File: src/rtl/nibble_serial_add_ctrl_pkg.sv
// Shared types and constants for the nibble-serial add/subtract controller.
// The slice width is fixed at 4 bits; the pass count follows from the operand width.
package nibble_serial_add_ctrl_pkg;

    localparam int SLICE_W = 4;

    typedef enum logic [1:0] {
        IDLE = 2'd0,
        RUN  = 2'd1,
        DONE = 2'd2
    } state_e;

    function automatic int calc_nib(input int width);
        return width / SLICE_W;
    endfunction

endpackage

File: src/rtl/nibble_serial_add_ctrl_if.sv
// Request/response handshake bundle between a requester (master) and the controller (slave).
interface nibble_serial_add_ctrl_if #(
    parameter int WIDTH = 16
);
    logic             in_valid;
    logic             in_ready;
    logic [WIDTH-1:0] op_a;
    logic [WIDTH-1:0] op_b;
    logic             op_sub;
    logic             carry_in;
    logic             out_valid;
    logic             out_ready;
    logic [WIDTH-1:0] result;
    logic             carry_out;
    logic             overflow;
    logic             busy;

    modport master (
        output in_valid, op_a, op_b, op_sub, carry_in, out_ready,
        input  in_ready, out_valid, result, carry_out, overflow, busy
    );

    modport slave (
        input  in_valid, op_a, op_b, op_sub, carry_in, out_ready,
        output in_ready, out_valid, result, carry_out, overflow, busy
    );
endinterface

File: src/rtl/nibble_add_slice.sv
// Combinational 4-bit ripple-carry adder slice; c3 is the carry into the top bit,
// which lets the caller derive signed overflow as cout ^ c3.
module nibble_add_slice (
    input  logic [3:0] a,
    input  logic [3:0] b,
    input  logic       cin,
    output logic [3:0] s,
    output logic       cout,
    output logic       c3
);
    logic [4:0] c_s;

    assign c_s[0] = cin;

    for (genvar i = 0; i < 4; i++) begin : g_bit
        assign s[i]     = a[i] ^ b[i] ^ c_s[i];
        assign c_s[i+1] = (a[i] & b[i]) | (c_s[i] & (a[i] ^ b[i]));
    end

    assign cout = c_s[4];
    assign c3   = c_s[3];
endmodule

File: src/rtl/nibble_serial_add_ctrl.sv
// WIDTH-bit add/subtract computed by cycling one 4-bit adder slice over WIDTH/4 passes,
// least-significant nibble first, with the carry held in a register between passes.
module nibble_serial_add_ctrl
    import nibble_serial_add_ctrl_pkg::*;
#(
    parameter int WIDTH = 16
) (
    input  logic                     clk,
    input  logic                     rst,
    nibble_serial_add_ctrl_if.slave  bus
);
    localparam int NIB   = calc_nib(WIDTH);
    localparam int IDX_W = (NIB > 1) ? $clog2(NIB) : 1;

    state_e             state_r;
    state_e             next_state_s;
    logic [IDX_W-1:0]   idx_r;
    logic [WIDTH-1:0]   a_r;
    logic [WIDTH-1:0]   b_r;
    logic               cy_r;
    logic [WIDTH-1:0]   result_r;
    logic               carry_out_r;
    logic               overflow_r;
    logic               out_valid_r;
    logic               busy_r;
    logic               in_ready_r;
    logic               accept_s;
    logic               step_s;
    logic               last_s;
    logic [3:0]         sum_s;
    logic               cout_s;
    logic               c3_s;

    nibble_add_slice u_slice (
        .a    (a_r[SLICE_W-1:0]),
        .b    (b_r[SLICE_W-1:0]),
        .cin  (cy_r),
        .s    (sum_s),
        .cout (cout_s),
        .c3   (c3_s)
    );

    // Next-state decode and per-cycle datapath enables.
    always_comb begin
        next_state_s = state_r;
        accept_s     = 1'b0;
        step_s       = 1'b0;
        last_s       = (idx_r == IDX_W'(NIB - 1));
        case (state_r)
            IDLE: begin
                if (bus.in_valid && in_ready_r) begin
                    accept_s     = 1'b1;
                    next_state_s = RUN;
                end else begin
                    next_state_s = IDLE;
                end
            end
            RUN: begin
                step_s = 1'b1;
                if (last_s) begin
                    next_state_s = DONE;
                end else begin
                    next_state_s = RUN;
                end
            end
            DONE: begin
                if (bus.out_ready) begin
                    next_state_s = IDLE;
                end else begin
                    next_state_s = DONE;
                end
            end
            default: begin
                next_state_s = IDLE;
            end
        endcase
    end

    // State, status flags, operand shift registers, carry and result accumulation.
    always_ff @(posedge clk) begin
        if (rst) begin
            state_r     <= IDLE;
            idx_r       <= '0;
            a_r         <= '0;
            b_r         <= '0;
            cy_r        <= 1'b0;
            result_r    <= '0;
            carry_out_r <= 1'b0;
            overflow_r  <= 1'b0;
            out_valid_r <= 1'b0;
            busy_r      <= 1'b0;
            in_ready_r  <= 1'b1;
        end else begin
            state_r     <= next_state_s;
            in_ready_r  <= (next_state_s == IDLE);
            busy_r      <= (next_state_s != IDLE);
            out_valid_r <= (next_state_s == DONE);
            if (accept_s) begin
                a_r   <= bus.op_a;
                b_r   <= bus.op_sub ? ~bus.op_b : bus.op_b;
                cy_r  <= bus.carry_in ^ bus.op_sub;
                idx_r <= '0;
            end else if (step_s) begin
                a_r      <= a_r >> SLICE_W;
                b_r      <= b_r >> SLICE_W;
                cy_r     <= cout_s;
                result_r <= {sum_s, result_r[WIDTH-1:SLICE_W]};
                idx_r    <= idx_r + IDX_W'(1);
                if (last_s) begin
                    carry_out_r <= cout_s;
                    overflow_r  <= cout_s ^ c3_s;
                end else begin
                    carry_out_r <= carry_out_r;
                    overflow_r  <= overflow_r;
                end
            end else begin
                idx_r <= idx_r;
            end
        end
    end

    // in_ready must read low during the reset cycle itself, so the register is gated by rst.
    assign bus.in_ready  = in_ready_r & ~rst;
    assign bus.out_valid = out_valid_r;
    assign bus.result    = result_r;
    assign bus.carry_out = carry_out_r;
    assign bus.overflow  = overflow_r;
    assign bus.busy      = busy_r;
endmodule

File: src/flat_wrapper.sv
// flat-port wrapper written by rule: the top's interface ports become plain ports
module nibble_serial_add_ctrl_flat import nibble_serial_add_ctrl_pkg::*;
#(
    parameter int WIDTH = 16
)
  (clk, rst, bus_in_valid, bus_op_a, bus_op_b, bus_op_sub, bus_carry_in, bus_out_ready, bus_in_ready, bus_out_valid, bus_result, bus_carry_out, bus_overflow, bus_busy);
  nibble_serial_add_ctrl_if #(.WIDTH(WIDTH)) bus_i ();
  input  logic clk;
  input  logic rst;
  input wire logic [$bits(bus_i.in_valid)-1:0] bus_in_valid;
  input wire logic [$bits(bus_i.op_a)-1:0] bus_op_a;
  input wire logic [$bits(bus_i.op_b)-1:0] bus_op_b;
  input wire logic [$bits(bus_i.op_sub)-1:0] bus_op_sub;
  input wire logic [$bits(bus_i.carry_in)-1:0] bus_carry_in;
  input wire logic [$bits(bus_i.out_ready)-1:0] bus_out_ready;
  output wire logic [$bits(bus_i.in_ready)-1:0] bus_in_ready;
  output wire logic [$bits(bus_i.out_valid)-1:0] bus_out_valid;
  output wire logic [$bits(bus_i.result)-1:0] bus_result;
  output wire logic [$bits(bus_i.carry_out)-1:0] bus_carry_out;
  output wire logic [$bits(bus_i.overflow)-1:0] bus_overflow;
  output wire logic [$bits(bus_i.busy)-1:0] bus_busy;
  assign bus_i.in_valid = bus_in_valid;
  assign bus_i.op_a = bus_op_a;
  assign bus_i.op_b = bus_op_b;
  assign bus_i.op_sub = bus_op_sub;
  assign bus_i.carry_in = bus_carry_in;
  assign bus_i.out_ready = bus_out_ready;
  assign bus_in_ready = bus_i.in_ready;
  assign bus_out_valid = bus_i.out_valid;
  assign bus_result = bus_i.result;
  assign bus_carry_out = bus_i.carry_out;
  assign bus_overflow = bus_i.overflow;
  assign bus_busy = bus_i.busy;
  nibble_serial_add_ctrl #(.WIDTH(WIDTH)) u_core (.clk(clk), .rst(rst), .bus(bus_i));
endmodule
File: config.mk
export PLATFORM = sky130hd
export DESIGN_NAME = nibble_serial_add_ctrl_flat
export DESIGN_NICKNAME = d
export VERILOG_FILES = /design/src/rtl/nibble_serial_add_ctrl_pkg.sv /design/src/rtl/nibble_serial_add_ctrl_if.sv /design/src/rtl/nibble_add_slice.sv /design/src/rtl/nibble_serial_add_ctrl.sv /design/src/flat_wrapper.sv
export SDC_FILE = /design/constraint.sdc
export NUM_CORES = 1
export LEC_CHECK = 0
export CAP_MARGIN = 10
export CELL_PAD_IN_SITES_DETAIL_PLACEMENT = 0
export CELL_PAD_IN_SITES_GLOBAL_PLACEMENT = 1
export CORE_ASPECT_RATIO = 0.7
export CORE_MARGIN = 10
export CORE_UTILIZATION = 41
export CTS_BUF_LIST = sky130_fd_sc_hd__clkbuf_8
export CTS_CLUSTER_SIZE = 24
export DETAILED_ROUTE_END_ITERATION = 7
export PLACE_DENSITY_LB_ADDON = 0.1
export SLEW_MARGIN = 0
export SYNTH_ARGS = -nofsm -noshare
export SYNTH_HDL_FRONTEND = slang
export SYNTH_SLANG_ARGS = --single-unit
File: constraint.sdc
create_clock -name clk -period 5.87 [get_ports clk]
set_input_delay 1.761 -clock clk [delete_from_list [all_inputs] [get_ports clk]]
set_output_delay 1.761 -clock clk [all_outputs]
set_load 0.02 [all_outputs]
Word level (Yosys, flattened, before mapping):

Index checks and enable logic that the tools add are counted.

* bits in registers: 58
* bits of input ports: 38
* output and inout port bits: 21
* word-level logic and storage cells: 64

* add/sub/neg operators: 1
* equal/unequal tests: 4
* muxes and demuxes: 14
* bitwise operators: 26
* reductions and logical operators: 8

Operator list (count)
* $mux 16: 5
* $not 16->16: 1
* $xor 1x1->1: 10
* $and 1x1->1: 9
* $eq 2x2->1 const B: 3
* $mux 1: 6
* $pmux 2 s3: 1
* $logic_not 2->1: 2
* $mux 2: 2
* $or 1x1->1: 4
* $reduce_bool 2->1: 2
* $reduce_and 3->1: 1
* $add 2x1->2 const B: 1
* $eq 2x1->1 const B: 1
* $not 1->1: 2
* $reduce_and 2->1: 1
* $reduce_or 2->1: 1
* $logic_and 1x1->1: 1

Longest topological paths before layout:

* depth after elaboration: 11
* depth in mapped cells: 10
* mapped depth without buffers: 10

Modules after synthesis:

From an unflattened synthesis, not the netlist that was laid out.

* cells, all modules: 298
* area, all modules: 2593.7 um^2

By module, submodules not included
* nibble_serial_add_ctrl: instances 1, cells an instance 286, area an instance 2483.6 um^2, sequential area each 1161.1 um^2
* nibble_add_slice: instances 1, cells an instance 12, area an instance 110.1 um^2, sequential area each 0.0 um^2

Worst setup path before layout:

No wires, ideal clock.

* path kind: input port to output port
* start point: in rst
* end point: out bus_in_ready
* data arrival time: 2.263 ns
* data required time: 4.109 ns
* slack: 1.846 ns
* cell stages on the path: 2
* buffers on the path: 1
* cells stage by stage: buf_1 > nor2b_1

* word-level cells in the longest chain between the ends: 2

RTL lines
* start, declared: line flat_wrapper.sv:9 `input logic rst;`
* $not 1->1: line nibble_serial_add_ctrl.sv:123 `assign bus.in_ready = in_ready_r & ~rst;`
* $and 1x1->1: line nibble_serial_add_ctrl.sv:123
* end, declared: line flat_wrapper.sv:16 `output wire logic [$bits(bus_i.in_ready)-1:0] bus_in_ready;`

No other way between the ends.

Final worst setup path:

Same ends and word-level chain as after synthesis.

==> run metrics <==
status=completed; Reg2Reg Launch Point=u_core.b_r[0]$_SDFFE_PP0P_; Rel. slew slack=26.65%; fill count=597; peak supply drop=0.0001394 V; Leak=1.136 nW; ys async rst share=0%; Post-synth EDFFs=0; H-tree levels=3; Chip Width=114.1 um; final wirelength=6.038 mm; I/O Pins=59; Primary FF master, synth=dfxtp_1; Overflow after GRT=0; Syn Inst Count=293; clock slew at reported path FFs=0.07 ns; antenna violations before repair=0; die area=0.009801 sq mm; library cells used by synthesis=31; Pre-antenna DRT Iters=4; worst path bufs/invs=2; Power Dens Cells=278.8 mW/mm^2; first-pass GRT wire length=10.18 mm; ratio of final minimum period to clock period=74.10%; Gates resized, CTS repair=0; Iter 0 DRT Violations=96; CP delay by family, top=buffers and inverters; PortBufs=58; Post-CTS Setup Inserts=0; RSZ-0062 raised after global routing=no; crit path from=rst; CTS tree=yes; DIE HEIGHT=85.89 um; largest net degree at the start of global routing=58; sequential area share after synthesis=45.67%; crit end category=output pin; Tot GR Track Use=12.61%; DRC viols=0; RD Place Congestion=0.7046; hold buffers post-CTS=0; CP peak stage delay=0.61 ns; Cell Area, Synth=0.002542 sq mm; clock skew=0.006002 ns; count leader, synth=nand2_1; Num CTS Buffers=9; TNS Setup=0 ns; Starting Density=43.31%; deepest clock path buffer count=2; Syn Area/Cell=8.677 sq um; Worst EP required=4.11 ns; vias in the first global route=2060; count of yosys warnings during synthesis=0; max frequency=0.2299 GHz; worst-skew pair later-pin latency=0.34 ns; overall power=0.0009159 W; post-DR wirelength/cell=14.41 um; Hold Vio Cnt, Final=0; Clock Tree Root=clkbuf_8; Post-DRT Antenna Nets=0; Worst Hold Class=reg -> reg; worst setup path class=in -> out; synthesis-stage register bit count=58; synth top area cells=dfxtp_1 (46%), nand2_1 (9.0%), a21oi_1 (7.5%); CTS Sinks=58; layout cells sized above 1=8.430%; HP Start=u_core.bus.result[3]$_SDFFE_PP0P_; most frequent cells after synthesis=nand2_1 (61), dfxtp_1 (58), a21oi_1 (38); Yosys top cell area share=45.67%; ANT cells=0; DP Wirelength=3.819 mm; syn nets=336; crit-path cells=buf_2, nor2b_1, clkdlybuf4s50_1; Crit Path Max Fanout=2; Final Setup Violations=0; Via density=5.162; Max-Cap Viols=0; Layout area overhead=29.23%; minimum clock period=4.350 ns; slowest CP cell=clkdlybuf4s50_1; fin. max-slew vios=0; Worst Setup Start Kind=primary input; crit path DAT=2.59 ns; DR vias=2163; Least-Margin Pin Slew=1.098 ns; Std-Cell Core Area=0.005871 sq mm; largest area contributor in the netlist=dfxtp_1; nets@finish=382; number of core rows=23
[final timing paths]
kind | to | slack [ns] | cells after the start
hold reg to reg | u_core.bus.result[3]$_SDFFE_PP0P_ | 0.45 | 2
hold / removal | u_core.bus.result[3]$_SDFFE_PP0P_ | 0.45 | 2
setup reg to reg | u_core.cy_r$_SDFFE_PP0P_ | 3.29 | 10
setup / recovery | bus_in_ready | 1.52 | 3
[power breakdown]
| group | internal (W) | leakage (nW) | switching (W) |
|---|---|---|---|
| combinational | 0.0000711 | 0.570 | 0.0000869 |
| sequential | 0.000422 | 0.474 | 0.0000172 |
| clock | 0.000160 | 0.0916 | 0.000159 |
[cells in the final DEF, fill, tap and decap left out]
| cell type | netlist | final |
|---|---|---|
| a211oi_1 | 4 | 4 |
| a21oi_1 | 38 | 38 |
| a22oi_1 | 12 | 12 |
| a311oi_1 | 8 | 8 |
| a311oi_2 | 5 | 5 |
| a31oi_1 | 1 | 1 |
| buf_2 | 8 | 1 |
| buf_4 | 8 | 3 |
| clkbuf_8 | 0 | 10 |
| clkdlybuf4s50_1 | 0 | 57 |
| clkinv_2 | 0 | 5 |
| clkinvlp_4 | 0 | 1 |
| dfxtp_1 | 58 | 58 |
| fa_1 | 4 | 4 |
| ha_1 | 1 | 1 |
| inv_1 | 8 | 8 |
| mux2i_1 | 1 | 1 |
| nand2_1 | 61 | 61 |
| nand2b_2 | 0 | 1 |
| nand3_1 | 21 | 21 |
| nand3b_1 | 1 | 1 |
| nand4bb_2 | 0 | 1 |
| nor2_1 | 15 | 15 |
| nor2b_1 | 2 | 1 |
| nor2b_4 | 0 | 1 |
| nor3_1 | 2 | 2 |
| nor3b_1 | 1 | 1 |
| nor4bb_4 | 0 | 1 |
| o21a_1 | 1 | 1 |
| or3b_1 | 1 | 1 |
| xnor2_1 | 3 | 3 |
| xor2_1 | 16 | 16 |
[sequential cells by signal, summed over array words and instances, names as in the netlist]
register              cells
u_core.a_r               16
u_core.in_ready_r         1
u_core.bus.out_valid      1
u_core.bus.result        16
u_core.state_r            2
u_core.bus.overflow       1
u_core.idx_r              2
u_core.bus.carry_out      1
u_core.b_r               16
u_core.bus.busy           1
u_core.cy_r               1
[metrics by stage]
| stage | std cells | setup WS [ns] | area (sq um) | util, % | hold WS, ns |
|---|---|---|---|---|---|
| finish | 419 | 1.520 | 3286 | 55.97 | 0.4524 |
| global route | 419 | 1.461 | 3286 | 55.97 | 0.4677 |
| CTS | 419 | 1.506 | 3286 | 55.97 | 0.4554 |
| detailed placement | 403 | 1.506 | 3115 | 53.07 | 0.4467 |
| global placement | 403 | 1.505 | 3115 | 53.07 | 0.4407 |
| floorplan | 293 | 1.846 | 2542 | - | 0.4438 |
[cell families (layout without fill, tap and decap cells)]
family / after synthesis / after routing / share of synthesized area [%]
and+or+nand+nor: 107 / 107 / 18.26
AOI/OAI and AO/OA: 69 / 69 / 18.46
DFF: 58 / 58 / 45.67
buffers and inverters: 34 / 85 / 7.038
xor gates and xnor gates: 19 / 19 / 6.545
adders and majority gates: 5 / 5 / 3.642
muxes: 1 / 1 / 0.3937
[metal layers]
metal / global-route usage, % / share of wire [%] / up-vias
met4: 3.065 / 0.58 / 0
met2: 17.96 / 43 / 48
met5: 0 / 0 / -
met3: 6.541 / 6.9 / 5
li1: - / - / 1092
met1: 16.37 / 49 / 1018
[cell type report]
class	count	area [sq um]	share of cell area, %
multi-input cells	201	1232	37.51
flip-flops and latches	58	1161	35.34
repair buffers	61	598.1	18.20
clock buffers	10	137.6	4.189
well taps	75	93.84	2.856
clock inverters	6	32.53	0.9901
inverters	8	30.03	0.9139
[worst min-delay path: cells and delay by family (launching register included)]
family,cells,cell delay [ns]
and+or+nand+nor,1,0.05
AOI/OAI and AO/OA,1,0.05
DFF,1,0.31
Note: power is estimated with default switching activity, not from simulation.
